File: config.mk
export PLATFORM = sky130hd
export DESIGN_NAME = uart_boot_loader
export DESIGN_NICKNAME = d
export VERILOG_FILES = /design/src/rtl/uart_boot_loader.sv
export SDC_FILE = /design/constraint.sdc
export NUM_CORES = 1
export LEC_CHECK = 0
export ABC_AREA = 1
export BUFFER_PORTS_ARGS = -buffer_cell sky130_fd_sc_hd__buf_2
export CELL_PAD_IN_SITES_DETAIL_PLACEMENT = 1
export CELL_PAD_IN_SITES_GLOBAL_PLACEMENT = 1
export CORE_ASPECT_RATIO = 1.2
export CORE_UTILIZATION = 35
export DETAILED_ROUTE_END_ITERATION = 8
export GPL_TIMING_DRIVEN = 0
export PLACE_DENSITY = 0.69
export SYNTH_ARGS = -nofsm -noshare
export SYNTH_HDL_FRONTEND = slang
export SYNTH_SLANG_ARGS = --single-unit
File: constraint.sdc
create_clock -name clk -period 2.15 [get_ports clk]
set_input_delay 0.1075 -clock clk [delete_from_list [all_inputs] [get_ports clk]]
set_output_delay 0.1075 -clock clk [all_outputs]
set_load 0.01 [all_outputs]
File: src/rtl/uart_boot_loader.sv
// Loads a SYNC/LEN-framed byte stream from the UART into RAM word by word, then pulses core_ena.
// Latency: ram_we 1 clk after a word's 4th byte, core_ena 1 clk after the last write. No backpressure: every rx_valid is consumed.
// Optional BOOT_CHECKSUM_EN adds a trailing XOR checksum byte that must match before the core is released.
module uart_boot_loader #(
  parameter int          ADDR_W      = 13,
  parameter logic [7:0]  SYNC_BYTE   = 8'hA5,
  parameter int          TIMEOUT_CYC = 100000
) (
  input  logic              clk,
  input  logic              rst_n,
  input  logic [7:0]        rx_data,
  input  logic              rx_valid,
  output logic [ADDR_W-1:0] ram_addres,
  output logic [31:0]       ram_data,
  output logic              ram_we,
  output logic              bus_own,
  output logic              core_ena,
  output logic              busy,
  output logic              err
);

  localparam int              TMO_W   = $clog2(TIMEOUT_CYC + 1);
  localparam logic [TMO_W-1:0] TMO_MAX = TMO_W'(TIMEOUT_CYC);
  localparam logic [31:0]     MAX_LEN = 32'd1 << ADDR_W;

  typedef enum logic [2:0] {
    S_IDLE,
    S_LEN_LO,
    S_LEN_HI,
    S_DATA,
    S_WRITE,
    S_DONE,
    S_ERROR
`ifdef BOOT_CHECKSUM_EN
    , S_CHECK
`endif
  } state_t;

  state_t            state;
  logic [7:0]        len_lo;
  logic [15:0]       words_left;
  logic [ADDR_W-1:0] word_addr;
  logic [1:0]        byte_idx;
  logic [23:0]       asm_q;
  logic [TMO_W-1:0]  tmo_cnt;
  logic [15:0]       len_w;
`ifdef BOOT_CHECKSUM_EN
  logic [7:0]        xor_acc;
`endif

  assign len_w = {rx_data, len_lo};

  always_ff @(posedge clk or negedge rst_n) begin
    if (!rst_n) begin
      state      <= S_IDLE;
      len_lo     <= '0;
      words_left <= '0;
      word_addr  <= '0;
      byte_idx   <= '0;
      asm_q      <= '0;
      tmo_cnt    <= '0;
      ram_addres <= '0;
      ram_data   <= '0;
      ram_we     <= 1'b0;
      bus_own    <= 1'b0;
      core_ena   <= 1'b0;
      busy       <= 1'b0;
      err        <= 1'b0;
`ifdef BOOT_CHECKSUM_EN
      xor_acc    <= '0;
`endif
    end else begin
      ram_we   <= 1'b0;
      core_ena <= 1'b0;
      case (state)
        S_IDLE: begin
          tmo_cnt <= '0;
          if (rx_valid && rx_data == SYNC_BYTE) begin
            state   <= S_LEN_LO;
            err     <= 1'b0;
            bus_own <= 1'b1;
            busy    <= 1'b1;
`ifdef BOOT_CHECKSUM_EN
            xor_acc <= '0;
`endif
          end
        end
        S_LEN_LO: begin
          if (rx_valid) begin
            len_lo  <= rx_data;
            tmo_cnt <= '0;
            state   <= S_LEN_HI;
          end else if (tmo_cnt >= TMO_MAX) begin
            state   <= S_ERROR;
            err     <= 1'b1;
            bus_own <= 1'b0;
          end else begin
            tmo_cnt <= tmo_cnt + TMO_W'(1);
          end
        end
        S_LEN_HI: begin
          if (rx_valid) begin
            tmo_cnt    <= '0;
            words_left <= len_w;
            word_addr  <= '0;
            byte_idx   <= '0;
            if (len_w == 16'd0) begin
`ifdef BOOT_CHECKSUM_EN
              state    <= S_CHECK;
`else
              state    <= S_DONE;
              core_ena <= 1'b1;
              bus_own  <= 1'b0;
`endif
            end else if ({16'd0, len_w} > MAX_LEN) begin
              state   <= S_ERROR;
              err     <= 1'b1;
              bus_own <= 1'b0;
            end else begin
              state <= S_DATA;
            end
          end else if (tmo_cnt >= TMO_MAX) begin
            state   <= S_ERROR;
            err     <= 1'b1;
            bus_own <= 1'b0;
          end else begin
            tmo_cnt <= tmo_cnt + TMO_W'(1);
          end
        end
        S_DATA: begin
          if (rx_valid) begin
            // bytes arrive lane 0 first, so shifting right lands each in its lane
            tmo_cnt  <= '0;
            asm_q    <= {rx_data, asm_q[23:8]};
            byte_idx <= byte_idx + 2'd1;
`ifdef BOOT_CHECKSUM_EN
            xor_acc  <= xor_acc ^ rx_data;
`endif
            if (byte_idx == 2'd3) begin
              state      <= S_WRITE;
              ram_we     <= 1'b1;
              ram_data   <= {rx_data, asm_q};
              ram_addres <= word_addr;
            end
          end else if (tmo_cnt >= TMO_MAX) begin
            state   <= S_ERROR;
            err     <= 1'b1;
            bus_own <= 1'b0;
          end else begin
            tmo_cnt <= tmo_cnt + TMO_W'(1);
          end
        end
        S_WRITE: begin
          word_addr  <= word_addr + ADDR_W'(1);
          words_left <= words_left - 16'd1;
          if (words_left == 16'd1) begin
`ifdef BOOT_CHECKSUM_EN
            // a byte landing in this cycle is already the checksum
            if (rx_valid) begin
              bus_own <= 1'b0;
              if (rx_data == xor_acc) begin
                state    <= S_DONE;
                core_ena <= 1'b1;
              end else begin
                state <= S_ERROR;
                err   <= 1'b1;
              end
            end else begin
              state <= S_CHECK;
            end
`else
            state    <= S_DONE;
            core_ena <= 1'b1;
            bus_own  <= 1'b0;
`endif
          end else begin
            state <= S_DATA;
            if (rx_valid) begin
              tmo_cnt  <= '0;
              asm_q    <= {rx_data, asm_q[23:8]};
              byte_idx <= 2'd1;
`ifdef BOOT_CHECKSUM_EN
              xor_acc  <= xor_acc ^ rx_data;
`endif
            end
          end
        end
`ifdef BOOT_CHECKSUM_EN
        S_CHECK: begin
          if (rx_valid) begin
            bus_own <= 1'b0;
            if (rx_data == xor_acc) begin
              state    <= S_DONE;
              core_ena <= 1'b1;
            end else begin
              state <= S_ERROR;
              err   <= 1'b1;
            end
          end else if (tmo_cnt >= TMO_MAX) begin
            state   <= S_ERROR;
            err     <= 1'b1;
            bus_own <= 1'b0;
          end else begin
            tmo_cnt <= tmo_cnt + TMO_W'(1);
          end
        end
`endif
        S_DONE, S_ERROR: begin
          state <= S_IDLE;
          busy  <= 1'b0;
        end
        default: begin
          state   <= S_IDLE;
          busy    <= 1'b0;
          bus_own <= 1'b0;
        end
      endcase
    end
  end

endmodule

==> impl_metrics.yaml <==
detailed_routing:
  met2WireLength_um: 9500
  drtIter0Drc: 366
  drt_pass1_iterations: 4
  post-route-drc-count: 0
  highest_layer: "met4"
  routedWlPerCell_um: 16.2
  met3_length_um: 495
  wl_met1_um: 8590
  routed_via_density: 5.01
  antenna_left: 0
  num_vias: 5827
  routed_wl_um: 18900
critical_path:
  worst_setup_path_start_kind: "flop"
  ff2ff_path_depth: 7
  worst_setup_path_end_kind: "flop"
  r2r-end: "word_addr[5]"
  arrival_ns: 2.25
  timing.rr.start: "state[2]"
  crit_required_ns: 2.42
  cp_top_family: "simple AND/OR/NAND/NOR gates"
  worstSetupStartpoint: "state[2]"
  path_buf_inv: 2
  crit_path_frequent_cell: "nand2_2"
  rrSetupSlack_ns: 0.17
  slowest_delay_ns: 0.47
  cp_cell_sequence: "nor2_1, inv_1, nor2_2, nand2_2, nand2_2, buf_4, o22ai_1"
  criticalPathCategory: "flop to flop"
  cp_slowest_cell: "dfrtp_1"
  path_max_fanout: 10
layout:
  fill_cells: 2295
  drive_above_1_share_pct: 13.1
  num_antenna_cells: 0
  fin_nets: 944
  fin_util_pct: 42.6
  area_growth_pct: 19.0
place:
  gp_congestion: 0.820
  hpwl_um: 13600
  port-buffer-count: 59
synthesis:
  avgSynthCellArea_um2: 7.72
  yosysSeqAreaShare_pct: 51.0
  synth_simple_gate_area_share_pct: 28.1
  synth_top_family_by_area: "simple AND/OR/NAND/NOR gates"
  ys.warnings.count: 0
  synth.area.mux_share_pct: 0
  syn_inst: 846
  synth-seq-cells: 133
  yosysUniqueCellTypes: 33
  synth_compound_area_share_pct: 10.5
  syn_area_mm2: 0.00653
  synthAdderAreaFrac_pct: 1.15
  syn_nets: 863
  synthXorXnorAreaFrac_pct: 1.34
cts:
  cts_tree: "yes"
  cts-buffers-inserted: 17
  post_cts_buffers: 0
  h-tree-depth: 4
  cts-root-buf: "clkbuf_16"
  clk_latency_ns: 0.43
  clockBufferDepth: 2
  path_clk_slew_ns: 0.06
  cts.sinks: 133
timing:
  fin_setup_tns_ns: 0
  max_slew_margin_pct: 61.3
  fin_crit_sh_pct: 91.9
  skew_ns: 0.0148
  rsz0062_at_grt: "false"
  fmax_mhz: 506
  hold_viol: 0
  worstMarginPinSlew_ns: 0.581
  setup_viol: 0
  slew_violations: 0
  holdWs_ns: 0.0969
  fin_crit_ns: 1.98
min_path:
  min_to: "len_lo[6]"
  hold_path_depth: 3
  holdCritStartpoint: "rx_data[6]"
  holdCritPathClass: "input port to flop"
power:
  vdd_drop_max_v: 0.000586
  total_power_mw: 9.68
  p_leak_nw: 3.88
  power_density_mw_per_mm2: 1250
floorplan:
  num_rows: 54
  die_h_um: 152
  start_util_pct: 35.8
  dieArea_mm2: 0.0192
  core_mm2: 0.0182
  io_pins: 61
  die_w_um: 127
global_route:
  antenna_found_initial: 0
  grt_first_pass_wirelength_um: 31500
  grt_pass1_vias: 6016
  grt_overflow_total: 0
  grt_usage_pct: 21.3
  grt_max_degree: 93
run:
  drv_cap: 0
outcome:
  status: "completed"
-- placed cells by master (no fill, tap or decap), types with 3 or more instances in the layout --
cell type   instances
buf_2              65
dfrtp_1           133
a21oi_1             8
clkinv_4            3
inv_1              95
xor2_1              8
ha_1                6
nor2_2              4
clkinvlp_4          4
nand2_1           268
o221ai_1            4
inv_2               6
clkbuf_16          17
buf_4               5
nand4_1            15
o211ai_1            8
nand3_1            56
nor3_1              7
nor2_1             80
o21ai_0            78
o22ai_1             8
o21ai_1            18
clkbuf_1           11
-- power breakdown --
part,internal [mW],switching (mW)
clock network,1.79,1.19
logic,1.01,2.03
registers,3.18,0.493
total,5.97,3.71
-- worst register-to-register path, stage by stage (launching register included) --
cell and delay, ns:
dfrtp_1 0.47, nor2_1 0.27, inv_1 0.14, nor2_2 0.22, nand2_2 0.18, nand2_2 0.23, buf_4 0.22, o22ai_1 0.10
-- how the worst max path moves through the flow --
stage | end | slack [ns] | cells after the start
5_1_grt | asm_q[15] | 0.03 | 10
3_3_place_gp | tmo_cnt[14] | -1.01 | 1
2_1_floorplan | asm_q[11] | 0.61 | 10
3_5_place_dp | word_addr[5] | -0.04 | 7
4_1_cts | asm_q[1] | 0.01 | 8
6_report | word_addr[5] | 0.17 | 7
-- per-layer routing --
layer  up-vias  global-route usage (%)
li1       2871                       -
met1      2862                    26.7
met2        72                    37.7
met3        22                    3.44
met4         0                    6.90
met5         -                       0
-- layout make-up --
| class | count | area (um^2) | area share, % |
|---|---|---|---|
| clock buffers | 20 | 457 | 5.88 |
| well taps | 224 | 280 | 3.61 |
| flip-flops and latches | 133 | 3330 | 42.8 |
| inverters | 101 | 379 | 4.88 |
| plain buffers | 27 | 139 | 1.79 |
| multi-input cells | 585 | 2690 | 34.7 |
| clock inverters | 12 | 145 | 1.87 |
| repair buffers | 62 | 349 | 4.49 |
-- timing repair --
action,4_1_cts,5_1_grt
gates resized for setup,1,5
hold buffers,2,0
setup endpoints to repair,13,28
endpoints found under the hold margin,42,0
-- metrics by stage --
| step | cells | cell area [um^2] | setup WS (ns) |
|---|---|---|---|
| 4_1_cts | 1164 | 7760 | 0.0104 |
| 3_5_place_dp | 1130 | 7140 | -0.0446 |
| 3_3_place_gp | 1129 | 7110 | -1.01 |
| 5_1_grt | 1164 | 7770 | 0.0311 |
| 6_report | 1164 | 7770 | 0.174 |
| 2_1_floorplan | 846 | 6530 | 0.609 |
-- registers in the layout (all words and copies together) (netlist names) --
name,count
word_addr,13
byte_idx,2
len_lo,8
ram_addres,13
state,3
busy,1
ram_we,1
words_left,16
tmo_cnt,17
ram_data,32
bus_own,1
core_ena,1
err,1
asm_q,24
-- synth_stat cells (all sizes together) --
master,instances,share of area [%]
o21bai,2,0.23
o221ai,4,0.54
xnor2,2,0.27
o211ai,8,0.92
a21oi,8,0.61
nand3b,2,0.23
clkbuf,12,0.69
dfrtp,133,51
and2,2,0.19
buf,15,1.4
nand2,270,16
o21ai,96,7.4
nand4,16,1.6
inv,101,5.8
nor2,86,5.3
ha,6,1.1
nor3,8,0.69
nand3,57,4.4
xor2,8,1.1
nor4,1,0.096
o22ai,8,0.77
a21boi,1,0.11
-- cell families (layout without fill, tap and decap cells) --
kind of cell | after synthesis | count (layout)
adders and majority gates | 6 | 6
AOI/OAI and AO/OA | 127 | 127
buffers and inverters | 128 | 222
and+or+nand+nor | 442 | 442
xor gates and xnor gates | 10 | 10
DFF | 133 | 133
Note: power is estimated with default switching activity, not from simulation.
